### src/rtl/frv_pipeline_fetch_pq.sv
// frv_pipeline_fetch_pq: prefetching fetch stage with a halfword-granular instruction queue.
// Word reads are issued ahead of decode only while queue space is reserved for every in-flight response.
module frv_pipeline_fetch_pq #(
    parameter int              XLEN          = 32,
    parameter logic [XLEN-1:0] PC_RESET      = 32'h8000_0000,
    parameter int              PREFETCH_REQS = 4,
    parameter int              BUF_HW        = 8
) (
    input  logic            g_clk,
    input  logic            g_resetn,
    input  logic            i_cf_req,
    input  logic [XLEN-1:0] i_cf_target,
    output logic            o_cf_ack,
    output logic            o_imem_req,
    output logic [XLEN-1:0] o_imem_addr,
    input  logic            i_imem_gnt,
    input  logic            i_imem_recv,
    output logic            o_imem_ack,
    input  logic            i_imem_error,
    input  logic [XLEN-1:0] i_imem_rdata,
    output logic            o_s1_valid,
    input  logic            i_s1_busy,
    output logic [31:0]     o_s1_data,
    output logic            o_s1_size,
    output logic [XLEN-1:0] o_s1_pc,
    output logic            o_s1_error
);

    localparam int CW  = $clog2(PREFETCH_REQS + 1);
    localparam int OW  = $clog2(BUF_HW + 1);
    localparam int WW  = OW + 1;
    localparam int PW  = $clog2(BUF_HW);
    localparam int PW1 = PW + 1;

    localparam logic [CW-1:0]  MAX_OUT = CW'(PREFETCH_REQS);
    localparam logic [OW-1:0]  DEPTH   = OW'(BUF_HW);
    localparam logic [PW1-1:0] DEPTH_P = PW1'(BUF_HW);

    logic [15:0]     r_qData [BUF_HW];
    logic            r_qErr  [BUF_HW];
    logic [PW-1:0]   r_rdPtr;
    logic [PW-1:0]   r_wrPtr;
    logic [OW-1:0]   r_occ;
    logic [CW-1:0]   r_outCnt;
    logic [CW-1:0]   r_ignCnt;
    logic            r_misaligned;
    logic            r_imemReq;
    logic [XLEN-1:0] r_imemAddr;
    logic [XLEN-1:0] r_s1Pc;

    logic [PW-1:0]   w_rdPtr1;
    logic [PW-1:0]   w_wrPtr1;
    logic [15:0]     w_head0;
    logic [15:0]     w_head1;
    logic            w_headErr0;
    logic            w_headErr1;
    logic            w_is32;
    logic            w_s1Valid;
    logic            w_pop;
    logic [1:0]      w_popCnt;
    logic [OW-1:0]   w_freeHw;
    logic            w_ack;
    logic            w_rsp;
    logic            w_grant;
    logic            w_push;
    logic [1:0]      w_pushCnt;
    logic [CW-1:0]   w_outNext;
    logic [OW-1:0]   w_occNext;
    logic [WW-1:0]   w_freeNext;
    logic [WW-1:0]   w_needHw;
    logic            w_reqNext;

    // Queue pointers wrap at BUF_HW, which need not be a power of two.
    function automatic logic [PW-1:0] ptrAdd(input logic [PW-1:0] p, input logic [1:0] n);
        logic [PW1-1:0] s;
        s = PW1'(p) + PW1'(n);
        if (s >= DEPTH_P) begin
            s = s - DEPTH_P;
        end
        return s[PW-1:0];
    endfunction

    always_comb begin
        w_rdPtr1   = ptrAdd(r_rdPtr, 2'd1);
        w_wrPtr1   = ptrAdd(r_wrPtr, 2'd1);
        w_head0    = r_qData[r_rdPtr];
        w_head1    = r_qData[w_rdPtr1];
        w_headErr0 = r_qErr[r_rdPtr];
        w_headErr1 = r_qErr[w_rdPtr1];
        w_is32     = (w_head0[1:0] == 2'b11);
        w_s1Valid  = (r_occ != '0) && (!w_is32 || (r_occ >= OW'(2)));
        w_pop      = w_s1Valid & ~i_s1_busy & ~i_cf_req;
        w_popCnt   = 2'd0;
        if (w_pop) begin
            w_popCnt = w_is32 ? 2'd2 : 2'd1;
        end
    end

    // A response is only ever presented when its two halfwords are already reserved.
    always_comb begin
        w_freeHw  = DEPTH - r_occ;
        w_ack     = (w_freeHw >= OW'(2));
        w_rsp     = i_imem_recv & w_ack;
        w_grant   = r_imemReq & i_imem_gnt;
        w_push    = w_rsp & (r_ignCnt == '0) & ~i_cf_req;
        w_pushCnt = 2'd0;
        if (w_push) begin
            w_pushCnt = r_misaligned ? 2'd1 : 2'd2;
        end
        w_outNext = r_outCnt + CW'(w_grant) - CW'(w_rsp);
        w_occNext = r_occ + OW'(w_pushCnt) - OW'(w_popCnt);
        if (i_cf_req) begin
            w_occNext = '0;
        end
        w_freeNext = WW'(DEPTH - w_occNext);
        w_needHw   = (WW'(w_outNext) + WW'(1)) << 1;
        w_reqNext  = ~i_cf_req & (w_outNext < MAX_OUT) & (w_freeNext >= w_needHw);
    end

    always_ff @(posedge g_clk) begin
        if (w_push) begin
            if (r_misaligned) begin
                r_qData[r_wrPtr] <= i_imem_rdata[31:16];
                r_qErr[r_wrPtr]  <= i_imem_error;
            end else begin
                r_qData[r_wrPtr]  <= i_imem_rdata[15:0];
                r_qErr[r_wrPtr]   <= i_imem_error;
                r_qData[w_wrPtr1] <= i_imem_rdata[31:16];
                r_qErr[w_wrPtr1]  <= i_imem_error;
            end
        end
    end

    always_ff @(posedge g_clk) begin
        if (!g_resetn) begin
            r_rdPtr <= '0;
            r_wrPtr <= '0;
            r_occ   <= '0;
        end else if (i_cf_req) begin
            r_rdPtr <= '0;
            r_wrPtr <= '0;
            r_occ   <= '0;
        end else begin
            r_rdPtr <= ptrAdd(r_rdPtr, w_popCnt);
            r_wrPtr <= ptrAdd(r_wrPtr, w_pushCnt);
            r_occ   <= w_occNext;
        end
    end

    // Responses already in flight at a redirect belong to the old stream and are dropped.
    always_ff @(posedge g_clk) begin
        if (!g_resetn) begin
            r_outCnt     <= '0;
            r_ignCnt     <= '0;
            r_misaligned <= 1'b0;
            r_imemReq    <= 1'b0;
        end else begin
            r_outCnt  <= w_outNext;
            r_imemReq <= w_reqNext;
            if (i_cf_req) begin
                r_ignCnt     <= w_outNext;
                r_misaligned <= i_cf_target[1];
            end else begin
                if (w_rsp && (r_ignCnt != '0)) begin
                    r_ignCnt <= r_ignCnt - CW'(1);
                end
                if (w_push) begin
                    r_misaligned <= 1'b0;
                end
            end
        end
    end

    always_ff @(posedge g_clk) begin
        if (!g_resetn) begin
            r_imemAddr <= PC_RESET;
            r_s1Pc     <= PC_RESET;
        end else if (i_cf_req) begin
            r_imemAddr <= i_cf_target & ~XLEN'(3);
            r_s1Pc     <= i_cf_target & ~XLEN'(1);
        end else begin
            if (w_grant) begin
                r_imemAddr <= r_imemAddr + XLEN'(4);
            end
            if (w_pop) begin
                r_s1Pc <= r_s1Pc + (w_is32 ? XLEN'(4) : XLEN'(2));
            end
        end
    end

    assign o_cf_ack    = 1'b1;
    assign o_imem_req  = r_imemReq;
    assign o_imem_addr = r_imemAddr;
    assign o_imem_ack  = w_ack;
    assign o_s1_valid  = w_s1Valid;
    assign o_s1_size   = w_is32;
    assign o_s1_pc     = r_s1Pc;
    assign o_s1_data   = w_is32 ? {w_head1, w_head0} : {16'h0000, w_head0};
    assign o_s1_error  = w_is32 ? (w_headErr0 | w_headErr1) : w_headErr0;

endmodule

### config.mk
export PLATFORM = sky130hd
export DESIGN_NAME = frv_pipeline_fetch_pq
export DESIGN_NICKNAME = d
export VERILOG_FILES = /design/src/rtl/frv_pipeline_fetch_pq.sv
export SDC_FILE = /design/constraint.sdc
export NUM_CORES = 1
export LEC_CHECK = 0
export CAP_MARGIN = 15
export CELL_PAD_IN_SITES_DETAIL_PLACEMENT = 1
export CELL_PAD_IN_SITES_GLOBAL_PLACEMENT = 2
export CORE_ASPECT_RATIO = 0.8
export CORE_UTILIZATION = 34
export DETAILED_ROUTE_END_ITERATION = 6
export GPL_ROUTABILITY_DRIVEN = 0
export PLACE_DENSITY_LB_ADDON = 0.1
export SETUP_SLACK_MARGIN = 0.1
export SLEW_MARGIN = 20
export SYNTH_ARGS = -nofsm -noshare
export SYNTH_HDL_FRONTEND = slang
export SYNTH_SLANG_ARGS = --single-unit
### constraint.sdc
create_clock -name g_clk -period 4.25 [get_ports g_clk]
set_input_delay 0.85 -clock g_clk [delete_from_list [all_inputs] [get_ports g_clk]]
set_output_delay 0.85 -clock g_clk [all_outputs]
set_load 0.05 [all_outputs]
* After elaboration in Yosys (flattened, before gate mapping)
Memories as Yosys holds them, arrays and structs flattened. A register that Yosys moved wholly into a read port is not among the register bits.
Cells that the tools add are included.
** Word-level totals
- Bits in registers :: 82
- Memories :: 2
- Input port bits :: 71
- Memory bits (writable) :: 136
** Cells by class
- Equal/unequal tests :: 1
- $lt $le $gt $ge :: 8
- Mux-type cells :: 30
- Reduce and logical (&&, ||, !) cells :: 12
- Add/sub/neg operators :: 18
- Bitwise logic cells :: 14
** Memories
- r_qData :: words 8, width 16, rd ports 2, clocked after Yosys merged registers in 1, write ports 2, RTL line 39 : logic [15:0] r_qData [BUF_HW];
- r_qErr :: words 8, width 1, rd ports 2, clocked after Yosys merged registers in 1, write ports 2, RTL line 40 : logic r_qErr [BUF_HW];
** Operators by type and width (count)
- 2-to-1 mux 32 bit :: 5
- adder 32 x 3 -> 32 bit :: 1
- adder 32 x 3 -> 32 bit, second input constant :: 1
- 2-to-1 mux 3 bit :: 9
- >= comparator 4 bit, second input constant :: 4
- 2-to-1 mux 16 bit :: 1
- subtractor 3 x 1 -> 3 bit, second input constant :: 5
- adder 3 x 1 -> 4 bit, second input constant :: 3
- 2-to-1 mux 1 bit :: 10
- adder 3 x 2 -> 4 bit :: 2
- AND 1 bit :: 8
- >= comparator 4 x 2 -> 1 bit, second input constant :: 2
- 2-to-1 mux 2 bit :: 4
- nonzero test 2 bit :: 4
- >= comparator 5 bit :: 1
- subtractor 4 x 4 -> 5 bit, first input constant :: 1
- adder 4 x 2 -> 4 bit :: 1
- 2-to-1 mux 4 bit :: 1
- nonzero test 4 bit :: 1
- subtractor 4 x 2 -> 4 bit :: 1
- subtractor 4 bit, first input constant :: 1
- adder 3 x 1 -> 3 bit :: 1
- zero test 3 bit :: 1
- < comparator 3 bit, second input constant :: 1
- 9 further kinds :: 14

* Longest topological paths before layout
Gate-level depths: netlist (run 1).
- Depth after elaboration :: 12
- Mapped depth :: 20
- Depth with buffers taken out :: 19

* Worst setup path before layout (run 1)
No wires, ideal clock.
- Path type :: reg2reg
- From :: reg r_rdPtr[0] (netlist name)
- To :: reg r_imemReq, in the netlist o_imem_req
- Setup time :: 0.135 ns
- Arrival time :: 4.404 ns
- Period minus slack after synthesis :: 4.539 ns
- Cell stages (with the launch flop) :: 17
- Setup slack :: -0.289 ns
- Buffers on the path :: 1
- Cells stage by stage :: dfxtp_1 -> buf_2 -> mux4_2 -> mux2_2 -> nand2_1 -> inv_1 -> nand3_1 -> fa_1 -> fa_1 -> nand2_1 -> ha_1 -> xnor2_1 -> ha_1 -> a21boi_0 -> o21a_1 -> o21ai_0 -> a211oi_1
** RTL lines
- to (signal assigned) :: RTL line 159 : r_imemReq <= w_reqNext;
- to (decl) :: RTL line 47 : logic r_imemReq;

* Worst setup path after layout (run 1)
- From :: reg r_occ[2]
- To :: reg r_imemReq, in the netlist o_imem_req
** On the way
- Cells in the longest elaborated chain, start to end :: 12
** Ends and longest elaborated chain
- from (decl) :: RTL line 43 : logic [OW-1:0] r_occ;
- from (signal assigned) :: RTL line 146 : r_occ <= w_occNext;
- subtractor 4 bit :: RTL line 101 : w_freeHw = DEPTH - r_occ;
- >= comparator 4 x 2 -> 1 bit :: RTL line 102 : w_ack = (w_freeHw >= OW'(2));
- AND 1 bit :: RTL line 103 : w_rsp = i_imem_recv & w_ack;
- AND 1 bit (2 in series) :: RTL line 105 : w_push = w_rsp & (r_ignCnt == '0) & ~i_cf_req;
- 2-to-1 mux 2 bit :: RTL line 107 : if (w_push) begin
- adder 4 x 2 -> 4 bit :: RTL line 111 : w_occNext = r_occ + OW'(w_pushCnt) - OW'(w_popCnt);
- subtractor 4 x 2 -> 4 bit :: RTL line 111
- 2-to-1 mux 4 bit :: RTL line 112 : if (i_cf_req) begin
- subtractor 4 x 4 -> 5 bit :: RTL line 115 : w_freeNext = WW'(DEPTH - w_occNext);
- >= comparator 5 bit :: RTL line 117 : w_reqNext = ~i_cf_req & (w_outNext < MAX_OUT) & (w_freeNext >= w_needHw);
- AND 1 bit (*) :: RTL line 117
Every way passes the cells marked *; elsewhere a longest branch is shown, timed or not.
A chain may end at the register's enable or synchronous reset.

==> results of run 1 <==
[cells in the final DEF, fill, tap and decap left out, types with 5 or more instances in the layout]
cell type and count:
sky130_fd_sc_hd__nand2_1 69, sky130_fd_sc_hd__and2_1 12, sky130_fd_sc_hd__clkinv_2 8, sky130_fd_sc_hd__mux2_2 142, sky130_fd_sc_hd__buf_12 5, sky130_fd_sc_hd__nor2_1 30, sky130_fd_sc_hd__fa_1 6, sky130_fd_sc_hd__xnor2_1 38
sky130_fd_sc_hd__ha_1 19, sky130_fd_sc_hd__mux4_2 68, sky130_fd_sc_hd__a21oi_1 79, sky130_fd_sc_hd__dfxtp_2 5, sky130_fd_sc_hd__nand3_1 20, sky130_fd_sc_hd__and3_1 6, sky130_fd_sc_hd__xor2_1 32, sky130_fd_sc_hd__ha_4 5
sky130_fd_sc_hd__edfxtp_1 136, sky130_fd_sc_hd__inv_1 27, sky130_fd_sc_hd__o21ai_0 36, sky130_fd_sc_hd__clkbuf_16 31, sky130_fd_sc_hd__buf_4 65, sky130_fd_sc_hd__clkdlybuf4s50_1 149, sky130_fd_sc_hd__dfxtp_1 73, sky130_fd_sc_hd__nor4_1 15
sky130_fd_sc_hd__o21ai_2 8, sky130_fd_sc_hd__nor3_1 12, sky130_fd_sc_hd__nand4_1 22
[registers in the layout (all words and copies together), names as in the netlist]
name / cells
o_imem_addr: 30
o_imem_req: 1
o_s1_pc: 31
r_ignCnt: 3
r_misaligned: 1
r_occ: 4
r_outCnt: 3
r_qData: 128
r_qErr: 8
r_rdPtr: 3
r_wrPtr: 3
[power by group through the flow]
stage	combinational, mW	clock [mW]	sequential (mW)
5_1_grt	2.91	2.57	2.54
2_1_floorplan	1.61	0	2.69
6_report	2.69	2.43	2.52
3_3_place_gp	2.61	0	2.56
4_1_cts	2.65	2.50	2.52
3_5_place_dp	2.62	0	2.57
[cell type report]
| class | count | area share |
|---|---|---|
| multi-input combinational | 688 | 0.404 |
| sequential | 215 | 0.359 |
| timing repair buffer | 221 | 0.133 |
| clock buffer | 35 | 0.0507 |
| tap | 472 | 0.0373 |
| clock inverter | 13 | 0.00870 |
| inverter | 31 | 0.00775 |
[through the flow]
stage          instances  setup TNS [ns]  instance area, um^2   util  setup WS (ns)
5_1_grt             1675         -0.0171                15800  0.451        -0.0171
4_1_cts             1673               0                15700  0.448         0.0159
2_1_floorplan        992               0                12300      -         0.0934
3_3_place_gp        1625          -0.449                14800  0.421         -0.449
6_report            1675               0                15800  0.451         0.0960
3_5_place_dp        1625          -0.468                14800  0.421         -0.468
[per-layer routing]
layer / vias to the layer above / GRT usage
li1: 4134 / -
met1: 4593 / 0.303
met2: 168 / 0.343
met3: 46 / 0.0283
met4: 0 / 0.0450
met5: - / 0
[critical path, delay by kind of cell, from the launching register on]
family	cells	cell delay, ns
fa+ha+maj	5	1.55
simple gates	5	1.31
compound gates	5	0.82
flops	1	0.32
buf+inv	2	0.07
[worst paths after layout]
kind,to,slack (ns),depth (start not counted)
setup / recovery,o_imem_req$_SDFF_PN0_,0.1,17
hold / removal,o_s1_pc[1]$_SDFFE_PN0P_,0.51,2
setup reg to reg,o_imem_req$_SDFF_PN0_,0.1,17
hold reg to reg,o_s1_pc[1]$_SDFFE_PN0P_,0.51,2
[timing repair]
| item | in CTS | in global routing |
|---|---|---|
| pin swaps | 1 | 14 |
| gates cloned | 0 | 0 |
| resized for setup | 3 | 15 |
| buffers inserted | 0 | 2 |
| setup endpoints to repair | 19 | 1 |
[cell families (layout without fill, tap and decap cells)]
family	after synthesis	in the layout	synth area share
AND/OR/NAND/NOR	215	215	0.0871
adder cells (fa/ha/maj)	31	31	0.0353
multiplexers	215	215	0.260
other	2	4	0.000613
flip-flops	215	215	0.462
XOR/XNOR	73	73	0.0522
buffers and inverters	89	300	0.0337
AO/OA/AOI/OAI	150	150	0.0689
==> impl_metrics.json, run 1 <==
{
  "hold_path_class": "reg -> reg",
  "crit_top_cell": "sky130_fd_sc_hd__ha_4",
  "outcome": "finished clean",
  "cts_root_buf": "sky130_fd_sc_hd__clkbuf_16",
  "antenna_found_initial": 0,
  "floorplan.initialDensity": 0.349,
  "final_min_period_over_clock_period": 0.977,
  "pwr-share-comb": 0.352,
  "detailroute.wirelength.met2_um": 17900,
  "dpl.hpwl_um": 25700,
  "die_width_um": 214,
  "met3WireLength_um": 1380,
  "globalRoute.totalOverflow": 0,
  "setup.worst_path.start_class": "flip-flop",
  "crit_fanout": 2,
  "drt_pre_antenna_iters": 4,
  "crit_arrival_ns": 4.61,
  "core_um2": 35100,
  "p_clk_frac": 0.318,
  "ys_top_cells_by_area": "sky130_fd_sc_hd__edfxtp_1 33%, sky130_fd_sc_hd__mux2_2 13%, sky130_fd_sc_hd__dfxtp_1 13%",
  "multi_input_comb_area_um2": 6390,
  "irDropWorstVdd_uv": 274,
  "flow.area_growth_from_synthesis_pct": 29.1,
  "maxClockFrequency_ghz": 0.241,
  "routed_wirelength_um": 39000,
  "asyncSetResetFlopFracSynth": 0,
  "cts.sinks": 215,
  "worstSkewPairLatency_ns": 0.55,
  "setup.worst_path.end_class": "flip-flop",
  "synth_top_area_frac": 0.333,
  "worstPathCellList": "or4_4 > a41o_1 > or3_4 > or2_4 > ha_4 > inv_4 > ha_4 > fa_1 > nand2_2 > ha_4 > inv_2 > ha_4 > nand2_2 > a21boi_2 > o21a_1 > o21ai_1 > a211oi_1",
  "final-max-slew-violation-count": 0,
  "cts_hold_buf": 0,
  "worstMarginPinSlew_ns": 0.961,
  "synth_top_flop_cell": "sky130_fd_sc_hd__edfxtp_1",
  "synth.distinct_cells": 47,
  "portion_of_total_power_attributed_to_sequential_cells": 0.330,
  "worst_ep_required_time_ns": 4.70,
  "worst_r2r_startpoint": "r_occ[2]$_SDFF_PP0_",
  "yosysSeqAreaShare": 0.462,
  "synth.most_common_cell": "sky130_fd_sc_hd__mux2_2",
  "grt_setup_unrepaired": "true",
  "vias_per_cell": 5.34,
  "swShare": 0.331,
  "filler_cells_inserted": 3677,
  "cts_buf_count": 26,
  "fin_crit_ns": 4.15,
  "drc_errors": 0,
  "ios": 173,
  "syn-cell-area_um2": 12300,
  "cell_internal_pwr_mw": 5.12,
  "floorplan.die_area_um2": 36800,
  "wirelength_met1_um": 18900,
  "syn_area_per_cell_um2": 12.4,
  "sequential_cell_area_um2": 5680,
  "track_usage": 0.212,
  "drt_iter0_markers": 512,
  "pin_count_of_the_biggest_net_entering_global_routing": 93,
  "cap_violations": 0,
  "slew-limit-headroom": 0.359,
  "critPathKind": "reg -> reg",
  "die_height_um": 172,
  "first_global_vias": 9292,
  "io_buffer_count": 167,
  "post-synth-top-area-cell": "sky130_fd_sc_hd__edfxtp_1",
  "synth_edf_count": 136,
  "worst_setup_path_startpoint": "r_occ[2]$_SDFF_PP0_",
  "worst_path_largest_cell_delay_ns": 0.55,
  "max_used_layer": "met4",
  "critical_path.slowest_cell": "sky130_fd_sc_hd__fa_1",
  "synth.yosys.warnings": 0,
  "switching_power_mw": 2.53,
  "clk_buf_depth": 3,
  "p_total_mw": 7.65,
  "row_count": 61,
  "dr_total_vias": 8941,
  "grt_pass1_wl_um": 59100,
  "drive_above_1_share": 0.314,
  "clkSlewWorstSetupHoldPaths_ns": 0.06,
  "leakagePower_nw": 5.33,
  "wire_length_per_cell_um": 23.3,
  "ys_seq_elements": 215,
  "finalNetCount": 1285,
  "timing.final.setup_violations": 0,
  "syn-instance-count": 990,
  "antennaDiodeCount": 0,
  "final_hold_viol_count": 0,
  "yosys-top-cells-count": "144 x sky130_fd_sc_hd__mux2_2, 136 x sky130_fd_sc_hd__edfxtp_1, 79 x sky130_fd_sc_hd__a21oi_1, 79 x sky130_fd_sc_hd__dfxtp_1, 72 x sky130_fd_sc_hd__nand2_1",
  "powerDensity_nw_per_um2": 484,
  "hold_path_startpoint": "o_s1_pc[1]$_SDFFE_PN0P_",
  "hold-worst-slack_ns": 0.511,
  "clock_tree.htree_level_count": 1,
  "worst_clock_skew_ns": 0.0132,
  "cts_tree": "built",
  "ant_nets": 0
}
Note: power is estimated with default switching activity, not from simulation.
==> inputs of run 2 (changes only) <==
- CORE_UTILIZATION: 34 -> 25
==> run 2 against run 1 <==
Effect of this change:
- global-route usage fell by 4.7 points
- wire length rose by 7.3%
- setup slack improved by 0.073 ns
- core utilization fell by 12 points
- fmax rose by 1.8%
- design area rose by 0.54%
- final cell count rose by 9.9%
- first-iteration DRC count fell by 9.0%
- hold slack improved by 0.0088 ns
- register-to-register slack improved by 0.07 ns
- flip-flop and latch count did not move
- clock-buffer cell count rose by 6
- critical endpoint unchanged
==> impl_metrics.json, run 2 (same netlist as run 1, synthesis figures left out) <==
{
  "fin_crit_ns": 4.08,
  "globalRoute.totalOverflow": 0,
  "worstSkewPairLatency_ns": 0.55,
  "clkSlewWorstSetupHoldPaths_ns": 0.06,
  "cts_tree": "built",
  "post-route-util": 0.329,
  "row_count": 72,
  "final_min_period_over_clock_period": 0.960,
  "critical_path.slowest_cell": "sky130_fd_sc_hd__fa_1",
  "cts_buf_count": 27,
  "cts.sinks": 215,
  "vias_per_cell": 4.82,
  "first_global_vias": 9178,
  "crit_arrival_ns": 4.50,
  "setup-tns-final_ns": 0,
  "filler_cells_inserted": 5190,
  "clock_tree.htree_level_count": 1,
  "drt_pre_antenna_iters": 4,
  "leakagePower_nw": 5.27,
  "regToRegSetupSlack_ns": 0.17,
  "critPathKind": "reg -> reg",
  "pin_count_of_the_biggest_net_entering_global_routing": 72,
  "outcome": "finished clean",
  "worst_ep_required_time_ns": 4.67,
  "timing.final.setup_violations": 0,
  "critPathBufInv": 1,
  "drive_above_1_share": 0.311,
  "powerDensity_nw_per_um2": 462,
  "antennaDiodeCount": 0,
  "regMostFlops": "r_qData",
  "mostFrequentLayoutCell": "sky130_fd_sc_hd__clkdlybuf4s50_1",
  "slew-limit-headroom": 0.368,
  "floorplan.die_area_um2": 49900,
  "cts_root_buf": "sky130_fd_sc_hd__clkbuf_16",
  "wire_length_per_cell_um": 22.7,
  "routed_wirelength_um": 41800,
  "grt_setup_unrepaired": "true",
  "hold-worst-slack_ns": 0.519,
  "finalNetCount": 1296,
  "ios": 173,
  "ant_nets": 0,
  "most-common-layout-cells": "149 x sky130_fd_sc_hd__clkdlybuf4s50_1, 142 x sky130_fd_sc_hd__mux2_2, 136 x sky130_fd_sc_hd__edfxtp_1",
  "final-max-slew-violation-count": 0,
  "drt_iter0_markers": 466,
  "worstPathCellList": "or4_4 > a41o_1 > or3_4 > or2_4 > ha_4 > inv_4 > ha_4 > fa_1 > nand2_2 > ha_4 > xnor2_1 > ha_1 > a21boi_2 > o21a_1 > o21ai_2 > a211oi_2",
  "crit_fanout": 2,
  "irDropWorstVdd_uv": 264,
  "antenna_found_initial": 1,
  "dr_total_vias": 8875,
  "worstMarginPinSlew_ns": 0.945,
  "worst_path_top_cell_family_by_delay": "adder cells",
  "largest_reg_flops": 128,
  "setup.worst_path.end_class": "flip-flop",
  "track_usage": 0.165,
  "io_buffer_count": 167,
  "hold_path_class": "reg -> reg",
  "maxClockFrequency_ghz": 0.245,
  "die_height_um": 200,
  "worst_path_largest_cell_delay_ns": 0.54,
  "crit_top_cell": "sky130_fd_sc_hd__ha_4",
  "worst_clock_skew_ns": 0.0196,
  "final_hold_viol_count": 0,
  "drc_errors": 0,
  "floorplan.initialDensity": 0.253,
  "clk_buf_depth": 3,
  "grt_pass1_wl_um": 61500,
  "cap_violations": 0,
  "core_um2": 48400,
  "dpl.hpwl_um": 28600,
  "die_width_um": 250,
  "setup.worst_path.start_class": "flip-flop",
  "flow.area_growth_from_synthesis_pct": 29.8
}
==> run 2: cell count changes in the layout (fill, tap and decap cells not counted), moves of 2 or more <==
cell,previous run,this run
sky130_fd_sc_hd__buf_4,65,77
sky130_fd_sc_hd__buf_6,2,0
sky130_fd_sc_hd__bufinv_16,3,0
sky130_fd_sc_hd__clkbuf_1,2,14
sky130_fd_sc_hd__clkbuf_16,31,27
sky130_fd_sc_hd__clkinv_2,8,4
==> run 2: power by group <==
part | leakage (nW) | switching [mW] | internal, mW | total, mW
Combinational | 3.01 | 1.54 | 1.22 | 2.76
Clock | 0.368 | 0.894 | 1.17 | 2.06
Sequential | 1.88 | 0.109 | 2.42 | 2.52
==> run 2: per-stage QoR <==
| stage | cells | total power [mW] | worst slack, ns | instance area [um^2] |
|---|---|---|---|---|
| finish | 1841 | 7.35 | 0.169 | 15900 |
| detailed placement | 1788 | 5.24 | -0.372 | 15000 |
| floorplan | 992 | 4.30 | 0.0934 | 12300 |
| global route | 1841 | 7.76 | 0.0326 | 15900 |
| global placement | 1788 | 5.22 | -0.342 | 15000 |
| CTS | 1836 | 7.37 | 0.110 | 15800 |
==> run 2: timing repair <==
| action | 4_1_cts | 5_1_grt |
|---|---|---|
| setup endpoints to repair | 31 | 4 |
| hold buffers | 0 | 0 |
| cloned | 0 | 0 |
| setup buffers | 1 | 5 |
| pin swaps | 1 | 14 |
| gates resized for setup | 6 | 15 |
==> run 2: worst min-delay path: stages, from the launching register on <==
cell,delay [ns]
sky130_fd_sc_hd__dfxtp_1,0.33
sky130_fd_sc_hd__nand2_1,0.07
sky130_fd_sc_hd__a31oi_1,0.07
==> run 2: worst paths after layout <==
| kind | startpoint | to | cells past startpoint |
|---|---|---|---|
| hold / removal | o_s1_pc[1]$_SDFFE_PN0P_ | o_s1_pc[1]$_SDFFE_PN0P_ | 2 |
| setup / recovery | r_occ[2]$_SDFF_PP0_ | o_imem_req$_SDFF_PN0_ | 16 |
| setup reg to reg | r_occ[2]$_SDFF_PP0_ | o_imem_req$_SDFF_PN0_ | 16 |
| hold reg to reg | o_s1_pc[1]$_SDFFE_PN0P_ | o_s1_pc[1]$_SDFFE_PN0P_ | 2 |
==> run 2: cell type report <==
cell class / count / area, um^2 / area share
clock buffer: 41 / 728 / 0.0458
clock inverter: 6 / 27.5 / 0.00173
inverter: 31 / 123 / 0.00771
multi-input combinational: 688 / 6390 / 0.402
sequential: 215 / 5680 / 0.357
tap: 629 / 787 / 0.0495
timing repair buffer: 231 / 2170 / 0.136
==> run 2: per-layer routing <==
layer / up-vias / GRT usage / share of wire
met5: - / 0 / 0.00031
met4: 2 / 0.0290 / 0.015
met3: 45 / 0.0253 / 0.037
met2: 171 / 0.271 / 0.46
met1: 4502 / 0.234 / 0.48
li1: 4155 / - / -
